[src/rtl/uart_rx.sv]
// uart_rx: 8N1 UART receiver (8 data bits, LSB first, 1 stop bit).
// The input is double-flopped; each bit is sampled three times around its middle
// and resolved by majority vote.
// Define UART_RX_PARITY_EN to expect a parity bit between data and stop
// (sense set by PARITY_ODD). Without it the frame is 10 bits and parity_err stays 0.
// Consumer handshake: recv_en is a one-cycle strobe with recv_data valid in the
// same cycle; there is no ready/backpressure, so the consumer must capture on
// recv_en. frame_err and parity_err are one-cycle strobes in that same slot.
module uart_rx #(
  parameter int CLK_FRE    = 50,
  parameter int UART_RATE  = 115200,
  parameter int PARITY_ODD = 0
) (
  input  logic       clk,
  input  logic       rst,
  input  logic       rx_pin,
  output logic [7:0] recv_data,
  output logic       recv_en,
  output logic       frame_err,
  output logic       parity_err,
  output logic       busy
);

  localparam int BIT_CNT = CLK_FRE * 1_000_000 / UART_RATE;
  localparam int HALF    = BIT_CNT / 2;
  localparam int CW      = $clog2(BIT_CNT);

  localparam logic [CW-1:0] CNT_LAST = CW'(BIT_CNT - 1);
  localparam logic [CW-1:0] CNT_HM1  = CW'(HALF - 1);
  localparam logic [CW-1:0] CNT_H    = CW'(HALF);
  localparam logic [CW-1:0] CNT_HP1  = CW'(HALF + 1);

`ifdef UART_RX_PARITY_EN
  localparam logic PAR_EN = 1'b1;
`else
  localparam logic PAR_EN = 1'b0;
`endif
  localparam logic PAR_SENSE = (PARITY_ODD != 0);

  typedef enum logic [2:0] {
    S_IDLE, S_START, S_DATA, S_PARITY, S_STOP, S_BREAK
  } state_t;

  state_t        state, state_next;
  logic          rx_s1, rx_s2, rx_d;
  logic [CW-1:0] cnt;
  logic [2:0]    bit_idx;
  logic [7:0]    shreg;
  logic          smp_a, smp_b;
  logic          par_bad;

  logic falling, cnt_last, at_dec, maj;
  logic cnt_clr, strobe_ok, strobe_ferr;

  assign falling  = rx_d & ~rx_s2;
  assign cnt_last = (cnt == CNT_LAST);
  assign at_dec   = (cnt == CNT_HP1);
  assign maj      = (smp_a & smp_b) | (smp_a & rx_s2) | (smp_b & rx_s2);

  // Synchroniser plus one delay flop for falling-edge detection; idles high.
  always_ff @(posedge clk) begin
    if (rst) begin
      rx_s1 <= 1'b1;
      rx_s2 <= 1'b1;
      rx_d  <= 1'b1;
    end else begin
      rx_s1 <= rx_pin;
      rx_s2 <= rx_s1;
      rx_d  <= rx_s2;
    end
  end

  // State register.
  always_ff @(posedge clk) begin
    if (rst) state <= S_IDLE;
    else     state <= state_next;
  end

  // Next-state logic and end-of-frame decisions.
  always_comb begin
    state_next  = state;
    cnt_clr     = 1'b0;
    strobe_ok   = 1'b0;
    strobe_ferr = 1'b0;
    case (state)
      S_IDLE: begin
        if (falling) begin
          state_next = S_START;
          cnt_clr    = 1'b1;
        end
      end
      S_START: begin
        if (at_dec && maj) begin
          state_next = S_IDLE;              // glitch, not a real start bit
        end else if (cnt_last) begin
          state_next = S_DATA;
          cnt_clr    = 1'b1;
        end
      end
      S_DATA: begin
        if (cnt_last) begin
          cnt_clr = 1'b1;
          if (bit_idx == 3'd7) state_next = PAR_EN ? S_PARITY : S_STOP;
        end
      end
      S_PARITY: begin
        if (cnt_last) begin
          state_next = S_STOP;
          cnt_clr    = 1'b1;
        end
      end
      S_STOP: begin
        // Leave mid stop bit so the next start edge is never missed.
        if (at_dec) begin
          if (maj) begin
            state_next = S_IDLE;
            strobe_ok  = 1'b1;
          end else begin
            state_next  = S_BREAK;
            strobe_ferr = 1'b1;
          end
        end
      end
      S_BREAK: begin
        if (rx_s2) state_next = S_IDLE;
      end
      default: state_next = S_IDLE;
    endcase
  end

  // Bit-period counter; held at zero while idle or in break.
  always_ff @(posedge clk) begin
    if (rst || cnt_clr || state_next == S_IDLE || state == S_BREAK) cnt <= '0;
    else                                                            cnt <= cnt + 1'b1;
  end

  // Mid-bit samples, data shift register, bit index and parity check.
  always_ff @(posedge clk) begin
    if (rst) begin
      smp_a   <= 1'b1;
      smp_b   <= 1'b1;
      shreg   <= '0;
      bit_idx <= '0;
      par_bad <= 1'b0;
    end else begin
      if (cnt == CNT_HM1) smp_a <= rx_s2;
      if (cnt == CNT_H)   smp_b <= rx_s2;
      if (state == S_DATA && at_dec) shreg <= {maj, shreg[7:1]};
      if (state != S_DATA)   bit_idx <= '0;
      else if (cnt_last)     bit_idx <= bit_idx + 1'b1;
      if (state == S_PARITY && at_dec) par_bad <= maj ^ (^shreg) ^ PAR_SENSE;
    end
  end

  // Registered outputs: strobes land in the cycle after the stop decision.
  always_ff @(posedge clk) begin
    if (rst) begin
      recv_data  <= '0;
      recv_en    <= 1'b0;
      frame_err  <= 1'b0;
      parity_err <= 1'b0;
      busy       <= 1'b0;
    end else begin
      recv_en    <= strobe_ok;
      frame_err  <= strobe_ferr;
      parity_err <= strobe_ok & par_bad & PAR_EN;
      busy       <= (state_next != S_IDLE);
      if (strobe_ok) recv_data <= shreg;
    end
  end

endmodule
[config.mk]
export PLATFORM = sky130hd
export DESIGN_NAME = uart_rx
export DESIGN_NICKNAME = d
export VERILOG_FILES = /design/src/rtl/uart_rx.sv
export SDC_FILE = /design/constraint.sdc
export NUM_CORES = 1
export LEC_CHECK = 0
export BUFFER_PORTS_ARGS = -buffer_cell sky130_fd_sc_hd__buf_2
export CAP_MARGIN = 10
export CORE_MARGIN = 10
export CORE_UTILIZATION = 41
export DETAILED_ROUTE_END_ITERATION = 8
export PLACE_DENSITY = 0.68
export SYNTH_ARGS = -nofsm -noshare
export SYNTH_HDL_FRONTEND = slang
export SYNTH_SLANG_ARGS = --single-unit
[constraint.sdc]
create_clock -name clk -period 2.2 [get_ports clk]
set_input_delay 0.44 -clock clk [delete_from_list [all_inputs] [get_ports clk]]
set_output_delay 0.44 -clock clk [all_outputs]
set_load 0.05 [all_outputs]
==> impl_metrics.csv, run 1 <==
group,metric,value,unit
outcome,status,"complete, no violations",
drt,wl_met1,1620,um
global_route,grt.overflow.total,0,
floorplanning,start_util,43.5,%
logic_synthesis,ys_ff_latch,39,
global_route,grt_start_max_net_pins,20,
logic_synthesis,ys_types,44,
pwr,total_leakage_power,0.865,nW
floorplanning,die_area,7370,um2
floorplanning,die_x,85.9,um
global_route,grt_pass1_vias,1278,
clock_network,clock-sinks,39,
layout,layout.nets,204,
layout,area_growth,11.1,%
clock_network,tritoncts,"built",
clock_network,htreeDepth,2,
place,port_buffers,13,
logic_synthesis,synth_top_area_cell,"dfxtp_1",
setup_path,crit_required,2360,ps
drt,postRouteAntennaNets,0,
setup_path,r2r_slack,190,ps
global_route,grt_pass1_wl,5910,um
setup_path,critPathLaunchType,"flip-flop",
setup_path,rr_worst_depth,6,
logic_synthesis,synth-edff-count,0,
global_route,antenna_found_initial,0,
drt,drc,0,
floorplanning,ios,15,
floorplanning,die_h,85.9,um
drt,wl_per_cell,13.6,um
drt,drt_iter0_drc,44,
clock_network,postCtsSetupBuffers,0,
layout,mostFrequentLayoutCells,"39 x dfxtp_1, 20 x nor2_1, 20 x mux2i_1, 13 x buf_2, 9 x nand2_1",
drt,dr.pass1.iters,5,
setup_path,cp_max_fo,10,
logic_synthesis,synthArstFlopShare,0,%
logic_synthesis,synth_seq_area_share,43.9,%
clock_network,cts_buffers,5,
drt,highest_layer,"met4",
setup_path,reg2reg_from,"cnt[1]",
logic_synthesis,ys.flop_type,"dfxtp_1",
sta,setup_violations,0,
sta,setup_tns,0,ps
sta,finClkSkew,7.39,ps
sta,maxClockFrequency,496,MHz
drt,routed_via_density,5.28,
place,dpl.hpwl,2420,um
setup_path,cp-endpoint,"cnt[2]",
clock_network,ctsRootBufferMaster,"clkbuf_8",
clock_network,clock_latency,300,ps
place,globalplace.congestion,0.838,
drt,wl,3360,um
layout,drive_gt1_share,18.9,%
pwr,vdd_ir_drop_max,0.000335,V
sta,slew_headroom,60.0,%
drt,dr_wl_met2,1560,um
logic_synthesis,yosysWarnings,0,
sta,tightestPinTransition,593,ps
worst_hold_path,hp-class,"input pin to flip-flop",
floorplanning,coreArea,4090,um2
sta,min_period_over_period,91.6,%
setup_path,worstSetupStartpoint,"cnt[1]",
logic_synthesis,syn-mean-instance-area,9.94,um2
clock_network,cts_max_path_buffers,2,
logic_synthesis,synth_area_leaders,"dfxtp_1 44%, mux2i_1 11%, ha_1 4.2%, nor2_1 4.2%, a211oi_1 2.5%",
sta,slew_viol_final,0,
clock_network,cts_hold_buffers,0,
global_route,grt_usage,9.69,%
sta,rsz0062_at_grt,"false",
setup_path,crit_path_end_kind,"flip-flop",
drt,met3RoutedLength,113,um
pwr,power_density,623,nW/um2
setup_path,crit_arrival,2170,ps
floorplanning,rows,23,
layout,antennaDiodeCount,0,
setup_path,setup.worst_path.class,"flip-flop to flip-flop",
logic_synthesis,syn_nets,188,
setup_path,rr_endpoint,"cnt[2]",
logic_synthesis,syn_area,1780,um2
clock_network,cts_resized,0,
logic_synthesis,postSynthCellCount,179,
clock_network,cts.clk_slew.worst_paths,80,ps
logic_synthesis,synth_top_area_share,43.9,%
flow_run,maxCapViolCount,0,
layout,layout_commonest_cell,"dfxtp_1",
sta,hold_viol,0,
sta,fin_crit,2010,ps
pwr,power,1.23,mW
drt,vias,1298,
## cell usage after synthesis (2+ instances only)
master / number
buf_6: 2
or2_2: 5
nand2_1: 9
a21bo_2: 2
clkbuf_1: 2
and4bb_1: 2
or3b_1: 2
xnor2_1: 4
nor3_1: 2
o21ai_0: 3
buf_2: 3
a211oi_1: 6
dfxtp_1: 39
nor4_1: 2
nand3_1: 7
and4b_1: 2
xor2_1: 3
inv_1: 7
a21oi_1: 8
nor2_1: 20
a31oi_1: 2
ha_1: 6
mux2i_1: 20
## through the flow
step / setup slack, ps / hold slack (ps) / utilization (%) / instance area, um2 / instances
after floorplan: 403 / 389 / - / 1780 / 179
after global placement: 261 / 392 / 46.1 / 1880 / 238
after detailed placement: 199 / 403 / 46.1 / 1880 / 238
after CTS: 169 / 311 / 48.4 / 1980 / 246
after global routing: 23.7 / 320 / 48.4 / 1980 / 246
final: 186 / 319 / 48.4 / 1980 / 246
## worst min-delay path by stage
| stage | startpoint | to | slack (ps) | depth (start not counted) |
|---|---|---|---|---|
| after floorplan | rx_s1 | rx_s2 | 390 | 1 |
| after global placement | rx_s1 | rx_s2 | 390 | 1 |
| after detailed placement | rx_s1 | rx_s2 | 400 | 1 |
| after CTS | rx_pin | rx_s1 | 310 | 2 |
| after global routing | rx_pin | rx_s1 | 320 | 2 |
| final | rx_pin | rx_s1 | 320 | 2 |
## flip-flops by register name, summed over array words and instances, names as in the netlist
name / flops
rx_s2: 1
rx_s1: 1
recv_en: 1
recv_data: 8
smp_b: 1
cnt: 9
smp_a: 1
busy: 1
shreg: 8
frame_err: 1
bit_idx: 3
state: 3
rx_d: 1
## power by group
group	switching [mW]	internal, mW	total [mW]
clock	0.267	0.226	0.493
combinational	0.0203	0.00845	0.0288
sequential	0.00254	0.708	0.710
## area by class of cell
type | count | area, um2
sequential | 39 | 781
timing repair buffer | 17 | 95.1
fill | 393 | 2110
multi-input combinational | 125 | 920
inverter | 7 | 26.3
clock inverter | 3 | 23.8
tap | 50 | 62.6
clock buffer | 5 | 68.8
## worst max-delay path: stages (launching register included)
cell and delay (ps):
dfxtp_1 390, inv_1 80, ha_1 200, and4bb_1 250
and2_1 250, a311oi_4 570, a211oi_1 150
## per-layer routing
layer  track usage (%)  vias up
met1              11.4      606
met3              2.65        6
met2              15.4       21
met4              5.54        0
li1                  -      665
met5                 0        -
## cell families (layout without fill, tap and decap cells)
| kind of cell | count (synthesis) | count (layout) | share of synthesized area [%] |
|---|---|---|---|
| simple gates | 63 | 63 | 20.2 |
| flops | 39 | 39 | 43.9 |
| compound gates | 27 | 27 | 11.8 |
| mux | 20 | 20 | 11.3 |
| buf+inv | 15 | 32 | 4.43 |
| fa+ha+maj | 7 | 7 | 4.78 |
| xor+xnor | 7 | 7 | 3.45 |
| other cells | 1 | 1 | 0.211 |
Power figures use the tool's default switching activity.
==> inputs of run 2 (changes only) <==
--- a/config.mk
+++ b/config.mk
@@ -7,10 +7,10 @@
 export LEC_CHECK = 0
 export BUFFER_PORTS_ARGS = -buffer_cell sky130_fd_sc_hd__buf_2
 export CAP_MARGIN = 10
-export CORE_MARGIN = 10
+export CORE_MARGIN = 4
 export CORE_UTILIZATION = 41
 export DETAILED_ROUTE_END_ITERATION = 8
-export PLACE_DENSITY = 0.68
+export PLACE_DENSITY = 0.71
 export SYNTH_ARGS = -nofsm -noshare
 export SYNTH_HDL_FRONTEND = slang
 export SYNTH_SLANG_ARGS = --single-unit
==> constraint.sdc (replaced) <==
create_clock -name clk -period 1.7 [get_ports clk]
set_input_delay 0.34 -clock clk [delete_from_list [all_inputs] [get_ports clk]]
set_output_delay 0.34 -clock clk [all_outputs]
set_load 0.05 [all_outputs]
==> run 2 against run 1 <==
Maximum frequency is 19% higher. Power is 31% higher. Setup slack worse by 180 ps. Critical path depth is 2 higher. Cell count is 11% higher. Global-route usage is 5.1 points higher. Design area is 19% higher. Non-clock buffer count is 28 higher. Core utilization is 9.1 points higher. Flip-flop and latch count stayed put. Worst hold slack worse by 100 ps.
==> impl_metrics.csv, run 2 (synthesis gave the netlist of run 1 again) <==
group,metric,value,unit
sta,hold_viol,0,
layout,layout.nets,232,
sta,slew_viol_final,0,
pwr,total_leakage_power,1.03,nW
worst_hold_path,worstHoldPathCells,2,
floorplanning,ios,15,
clock_network,htreeDepth,2,
drt,vias,1436,
setup_path,max_stage_delay,380,ps
layout,utilization,57.5,%
global_route,grt_usage,14.7,%
layout,instances_no_fill,274,
drt,wl_per_cell,14.3,um
floorplanning,start_util,43.5,%
pwr,power_density,687,nW/um2
floorplanning,die_area,5460,um2
sta,fin_crit,1700,ps
setup_path,worstSetupStartpoint,"cnt[1]",
clock_network,cts_buffers,5,
setup_path,crit_required,1920,ps
setup_path,crit_path_end_kind,"flip-flop",
setup_path,cp_num_buf_inv,3,
drt,drt_iter0_drc,125,
sta,finClkSkew,5.63,ps
pwr,vdd_ir_drop_max,0.000544,V
global_route,grt_pass1_wl,6040,um
drt,routed_via_density,5.24,
sta,tightestPinTransition,575,ps
layout,antennaDiodeCount,0,
layout,layout_commonest_cell,"dfxtp_1",
sta,min_period_over_period,99.8,%
layout,mostFrequentLayoutCells,"37 x dfxtp_1, 27 x buf_4, 20 x nor2_1, 20 x mux2i_1, 13 x buf_2",
floorplanning,die_h,73.9,um
floorplanning,rows,23,
sta,slew_headroom,61.3,%
global_route,grt_pass1_vias,1328,
clock_network,ctsRootBufferMaster,"clkbuf_8",
clock_network,clock_latency,300,ps
global_route,antenna_found_initial,0,
sta,holdWs,218,ps
worst_hold_path,hp-class,"input pin to flip-flop",
place,placed_cell_area,2070,um2
setup_path,cp_top_family,"compound AO/OA/AOI/OAI gates",
setup_path,rr_worst_depth,8,
floorplanning,die_x,73.9,um
clock_network,cts_hold_buffers,0,
layout,drive_gt1_share,40.6,%
place,dpl.hpwl,2600,um
layout,area_growth,32.0,%
place,dp.cells,261,
drt,wl,3920,um
setup_path,setup.worst_path.class,"flip-flop to flip-flop",
setup_path,crit_top_cell,"buf_6",
setup_path,critPathSlowestCell,"dfxtp_4",
clock_network,tritoncts,"built",
place,globalplace.congestion,0.808,
global_route,grt_start_max_net_pins,20,
setup_path,rr_endpoint,"cnt[8]",
floorplanning,coreArea,4090,um2
clock_network,cts_max_path_buffers,2,
outcome,status,"complete, no violations",
layout,top_register,"cnt",
worst_hold_path,hold-path-endpoint,"rx_s1",
global_route,grt.overflow.total,0,
setup_path,r2r_slack,3,ps
setup_path,critPathLaunchType,"flip-flop",
layout,regArea,786,um2
setup_path,crit_arrival,1920,ps
layout,top_regs,"cnt x9, recv_data x8, shreg x8",
clock_network,cts.clk_slew.worst_paths,80,ps
layout,multi_input_area,1050,um2
clock_network,clock-sinks,39,
setup_path,reg2reg_from,"cnt[1]",
setup_path,worstPathCellList,"inv_2 -> ha_2 -> and4bb_1 -> buf_6 -> a21oi_4 -> o32ai_4 -> buf_6 -> a211oi_2",
worst_hold_path,hold_start,"rx_pin",
flow_run,maxCapViolCount,0,
layout,design_area,2350,um2
drt,dr.pass1.iters,4,
sta,rsz0062_at_grt,"true",
setup_path,cp_max_fo,6,
sta,setup_violations,0,
place,port_buffers,13,
layout,fillers,345,
sta,maxClockFrequency,589,MHz
layout,largest_reg_flops,9,
drt,postRouteAntennaNets,0,
drt,drc,0,
[run 2: cell count changes in the layout (fill, tap and decap cells not counted), moves of 2 or more]
cell / before / now
a21oi_2: 0 / 3
buf_4: 4 / 27
inv_2: 0 / 2
dfxtp_1: 39 / 37
a21oi_1: 8 / 4
inv_1: 7 / 5
buf_6: 0 / 4
a211oi_2: 0 / 5
a211oi_1: 6 / 1
ha_1: 6 / 4
[run 2: metal layers]
metal | track usage (%) | share of wire (%) | vias to the layer above
met1 | 18.8 | 48 | 676
met2 | 22.1 | 46 | 28
met3 | 3.69 | 3.8 | 9
met4 | 9.05 | 2.7 | 0
li1 | - | - | 723
met5 | 0 | 0 | -
[run 2: stage by stage]
stage / TNS [ps] / setup slack, ps / power [mW]
floorplan: 0 / 3.78 / 0.968
global placement: 0 / 25.0 / 0.981
detailed placement: -3.02 / -3.02 / 0.982
CTS: 0 / 2.34 / 1.63
global route: -609 / -70.0 / 1.67
finish: 0 / 2.77 / 1.61
[run 2: repair_timing]
action	in CTS	in global routing
cloned	0	1
buffers inserted	0	4
endpoints found under the setup margin	2	21
pin swaps	0	8
gates resized for setup	2	34
[run 2: final cells by class]
cell class	count	share of cell area [%]
Multi-Input combinational cell	125	44.6
Clock inverter	3	1.01
Inverter	7	1.12
Tap cell	50	2.66
Timing Repair Buffer	45	14.2
Clock buffer	5	2.93
Sequential cell	39	33.5
[run 2: power by group]
group          switching (mW)  internal, mW  leakage [nW]
clock network           0.351         0.293        0.0408
registers             0.00337         0.914         0.316
logic                  0.0330        0.0181         0.673
[run 2: worst max-delay path by stage]
stage | to | slack (ps) | depth (start not counted)
3_5_place_dp | cnt[7] | -3 | 6
6_report | cnt[8] | 3 | 8
4_1_cts | cnt[7] | 2 | 8
5_1_grt | state[2] | -70 | 7
3_3_place_gp | cnt[0] | 20 | 6
2_1_floorplan | cnt[0] | 4 | 7
==> inputs of run 3 (changes only) <==
--- a/config.mk
+++ b/config.mk
@@ -5,6 +5,7 @@
 export SDC_FILE = /design/constraint.sdc
 export NUM_CORES = 1
 export LEC_CHECK = 0
+export ABC_AREA = 1
 export BUFFER_PORTS_ARGS = -buffer_cell sky130_fd_sc_hd__buf_2
 export CAP_MARGIN = 10
 export CORE_MARGIN = 4
==> run 3 against run 2 <==
Setup slack better by 65 ps. Critical path depth is 1 higher. Worst hold slack improved by 8.2 ps. Clock skew hardly changed. Core utilization fell by 5.5 points. Routed wire length is 22% lower. Flip-flop and latch count unchanged. Design area decreased by 12%. Die area decreased by 4.1%. Global-route usage fell by 2.6 points. Largest power group unchanged. Highest routed layer unchanged.
==> impl_metrics.csv, run 3 <==
group,metric,value,unit
logic_synthesis,synth.most_common_cell,"dfxtp_1",
place,dp.cells,271,
logic_synthesis,synth-edff-count,0,
floorplanning,die_area,5230,um2
global_route,grt.overflow.total,0,
pwr,power_density,888,nW/um2
layout,fillers,382,
sta,maxClockFrequency,613,MHz
setup_path,crit_arrival,1810,ps
logic_synthesis,synth_seq_area_share,46.0,%
sta,hold_viol,0,
layout,utilization,51.9,%
clock_network,clock-sinks,39,
layout,regArea,790,um2
setup_path,crit_path_end_kind,"flip-flop",
pwr,seqPwrFrac,49.6,%
place,dpl.hpwl,2130,um
floorplanning,ios,15,
clock_network,cts_buffers,5,
pwr,p_int,1.51,mW
place,globalplace.congestion,0.829,
layout,multi_input_area,843,um2
pwr,power,1.84,mW
floorplanning,coreArea,4000,um2
clock_network,clock_latency,290,ps
layout,largest_reg_flops,9,
setup_path,crit_required,1880,ps
pwr,netSwitchingFraction,18.1,%
logic_synthesis,synth_area_leaders,"dfxtp_1 46%, o21ai_0 6.2%, inv_1 6.0%, a21oi_1 5.9%, nand2_1 5.7%",
sta,rsz0062_at_grt,"true",
drt,wl_per_cell,10.7,um
global_route,grt_start_max_net_pins,18,
global_route,grt_pass1_vias,1243,
logic_synthesis,synth_common_cells,"39 x dfxtp_1, 27 x inv_1, 26 x nand2_1",
global_route,grt_usage,12.1,%
drt,wl,3070,um
sta,slew_viol_final,0,
sta,fin_crit,1630,ps
pwr,vdd_ir_drop_max,0.000495,V
floorplanning,start_util,42.4,%
sta,setup_violations,0,
sta,finClkSkew,5.41,ps
drt,postRouteAntennaNets,0,
setup_path,max_stage_delay,320,ps
drt,drt_iter0_drc,58,
layout,layout.nets,244,
floorplanning,die_h,72.4,um
floorplanning,rows,23,
clock_network,tritoncts,"built",
clock_network,cts_max_path_buffers,2,
logic_synthesis,synthArstFlopShare,0,%
sta,setup_slack,67.4,ps
logic_synthesis,syn-mean-instance-area,8.09,um2
logic_synthesis,postSynthCellCount,210,
setup_path,cp_max_fo,4,
global_route,grt_pass1_wl,5040,um
setup_path,crit_top_cell,"nand2_4",
setup_path,setup.worst_path.class,"flip-flop to flip-flop",
layout,layout_commonest_cell,"dfxtp_1",
layout,mostFrequentLayoutCells,"36 x dfxtp_1, 25 x inv_1, 23 x nand2_1, 21 x o21ai_0, 20 x a21oi_1",
floorplanning,die_x,72.4,um
layout,instances_no_fill,286,
pwr,power_switching,0.333,mW
logic_synthesis,ys_types,33,
worst_hold_path,hp-class,"input pin to flip-flop",
flow_run,maxCapViolCount,0,
drt,dr.pass1.iters,4,
place,preCtsSetupSlack,-0.692,ps
drt,drc,0,
clock_network,htreeDepth,2,
pwr,total_leakage_power,0.870,nW
clock_network,cts_hold_buffers,0,
logic_synthesis,ys_ff_latch,39,
logic_synthesis,syn_nets,219,
setup_path,worstPathCellList,"ha_1 -> ha_2 -> or2_4 -> nand4_1 -> nand3_2 -> o21ai_2 -> nand2_4 -> nand2_4 -> nor2_1",
sta,min_period_over_period,96.0,%
logic_synthesis,syn_area,1700,um2
layout,antennaDiodeCount,0,
outcome,status,"complete, no violations",
setup_path,critPathLaunchType,"flip-flop",
place,port_buffers,13,
layout,area_growth,22.3,%
pwr,power_frac_comb,2.0,%
layout,top_register,"cnt",
logic_synthesis,ys.flop_type,"dfxtp_1",
drt,vias,1381,
pwr,p_clk_share,48.4,%
layout,drive_gt1_share,26.7,%
global_route,antenna_found_initial,0,
logic_synthesis,synth_top_area_share,46.0,%
logic_synthesis,synth_top_area_cell,"dfxtp_1",
drt,routed_via_density,4.83,
layout,top_regs,"cnt x9, recv_data x8, shreg x8",
setup_path,critPathSlowestCell,"dfxtp_2",
clock_network,cts.clk_slew.worst_paths,70,ps
clock_network,ctsRootBufferMaster,"clkbuf_8",
logic_synthesis,yosysWarnings,0,
run 3: cell count changes after synthesis, moves of 3 or more:
cell | before | now
xnor2_1 | 4 | 1
nand2_2 | 0 | 3
nand2_1 | 9 | 26
o21ai_0 | 3 | 21
inv_1 | 7 | 27
xor2_1 | 3 | 6
nor2_4 | 0 | 3
mux2i_1 | 20 | 0
a211oi_1 | 6 | 0
nand4_1 | 1 | 5
nor2_2 | 0 | 4
a21oi_1 | 8 | 20
run 3: area by class of cell:
| cell class | count | area share (%) |
|---|---|---|
| timing repair buffer | 22 | 6.39 |
| tap | 50 | 3.01 |
| inverter | 29 | 5.60 |
| multi-input combinational | 138 | 40.6 |
| sequential | 39 | 38.0 |
| clock inverter | 2 | 2.89 |
| clock buffer | 6 | 3.49 |
run 3: worst paths after layout:
| kind | endpoint | startpoint | slack, ps | depth (start not counted) |
|---|---|---|---|---|
| max | cnt[5] | bit_idx[0] | 70 | 9 |
| min reg2reg | rx_s2 | rx_s1 | 410 | 1 |
| min | rx_s1 | rx_pin | 230 | 2 |
| max reg2reg | cnt[5] | bit_idx[0] | 70 | 9 |
run 3: power groups by stage:
stage	combinational (mW)	sequential [mW]	clock [mW]
final	0.0372	0.915	0.892
after detailed placement	0.0347	0.939	0
after CTS	0.0351	0.918	0.915
after floorplan	0.0282	0.939	0
after global placement	0.0348	0.939	0
after global routing	0.0426	0.915	0.946
run 3: cells by family after synthesis:
group,Yosys count,synth area share (%)
AO/OA/AOI/OAI,45,13.9
XOR/XNOR,7,3.61
adder cells (fa/ha/maj),6,4.42
buffers and inverters,34,8.33
flip-flops,39,46.0
other,1,0.221
AND/OR/NAND/NOR,78,23.6
run 3: timing repair:
item                       4_1_cts  5_1_grt
resized for setup                0       24
setup endpoints to repair        5       13
pin swaps                        1        7
hold endpoints to repair         0        0
setup buffers                    0        6
cloned                           0        1
run 3: through the flow:
step | hold slack [ps] | area [um2] | setup TNS, ps
finish | 227 | 2080 | 0
global route | 224 | 2080 | -453
CTS | 222 | 1950 | 0
detailed placement | 396 | 1820 | -0.692
global placement | 393 | 1820 | 0
floorplan | 389 | 1700 | 0
run 3: critical path, delay by kind of cell, from the launching register on:
family / cells / cell delay [ps]
DFF: 1 / 320
adders and majority gates: 2 / 350
and+or+nand+nor: 6 / 660
AOI/OAI and AO/OA: 1 / 190
run 3: routing by layer:
| layer | wire [um] | vias to the layer above | global-route usage, % | share of wire [%] |
|---|---|---|---|---|
| met3 | 88 | 7 | 2.63 | 2.9 |
| li1 | - | 730 | - | - |
| met4 | 73 | 0 | 6.26 | 2.4 |
| met2 | 1420 | 18 | 20.4 | 46 |
| met1 | 1490 | 626 | 14.5 | 48 |
| met5 | 0 | - | 0 | 0 |
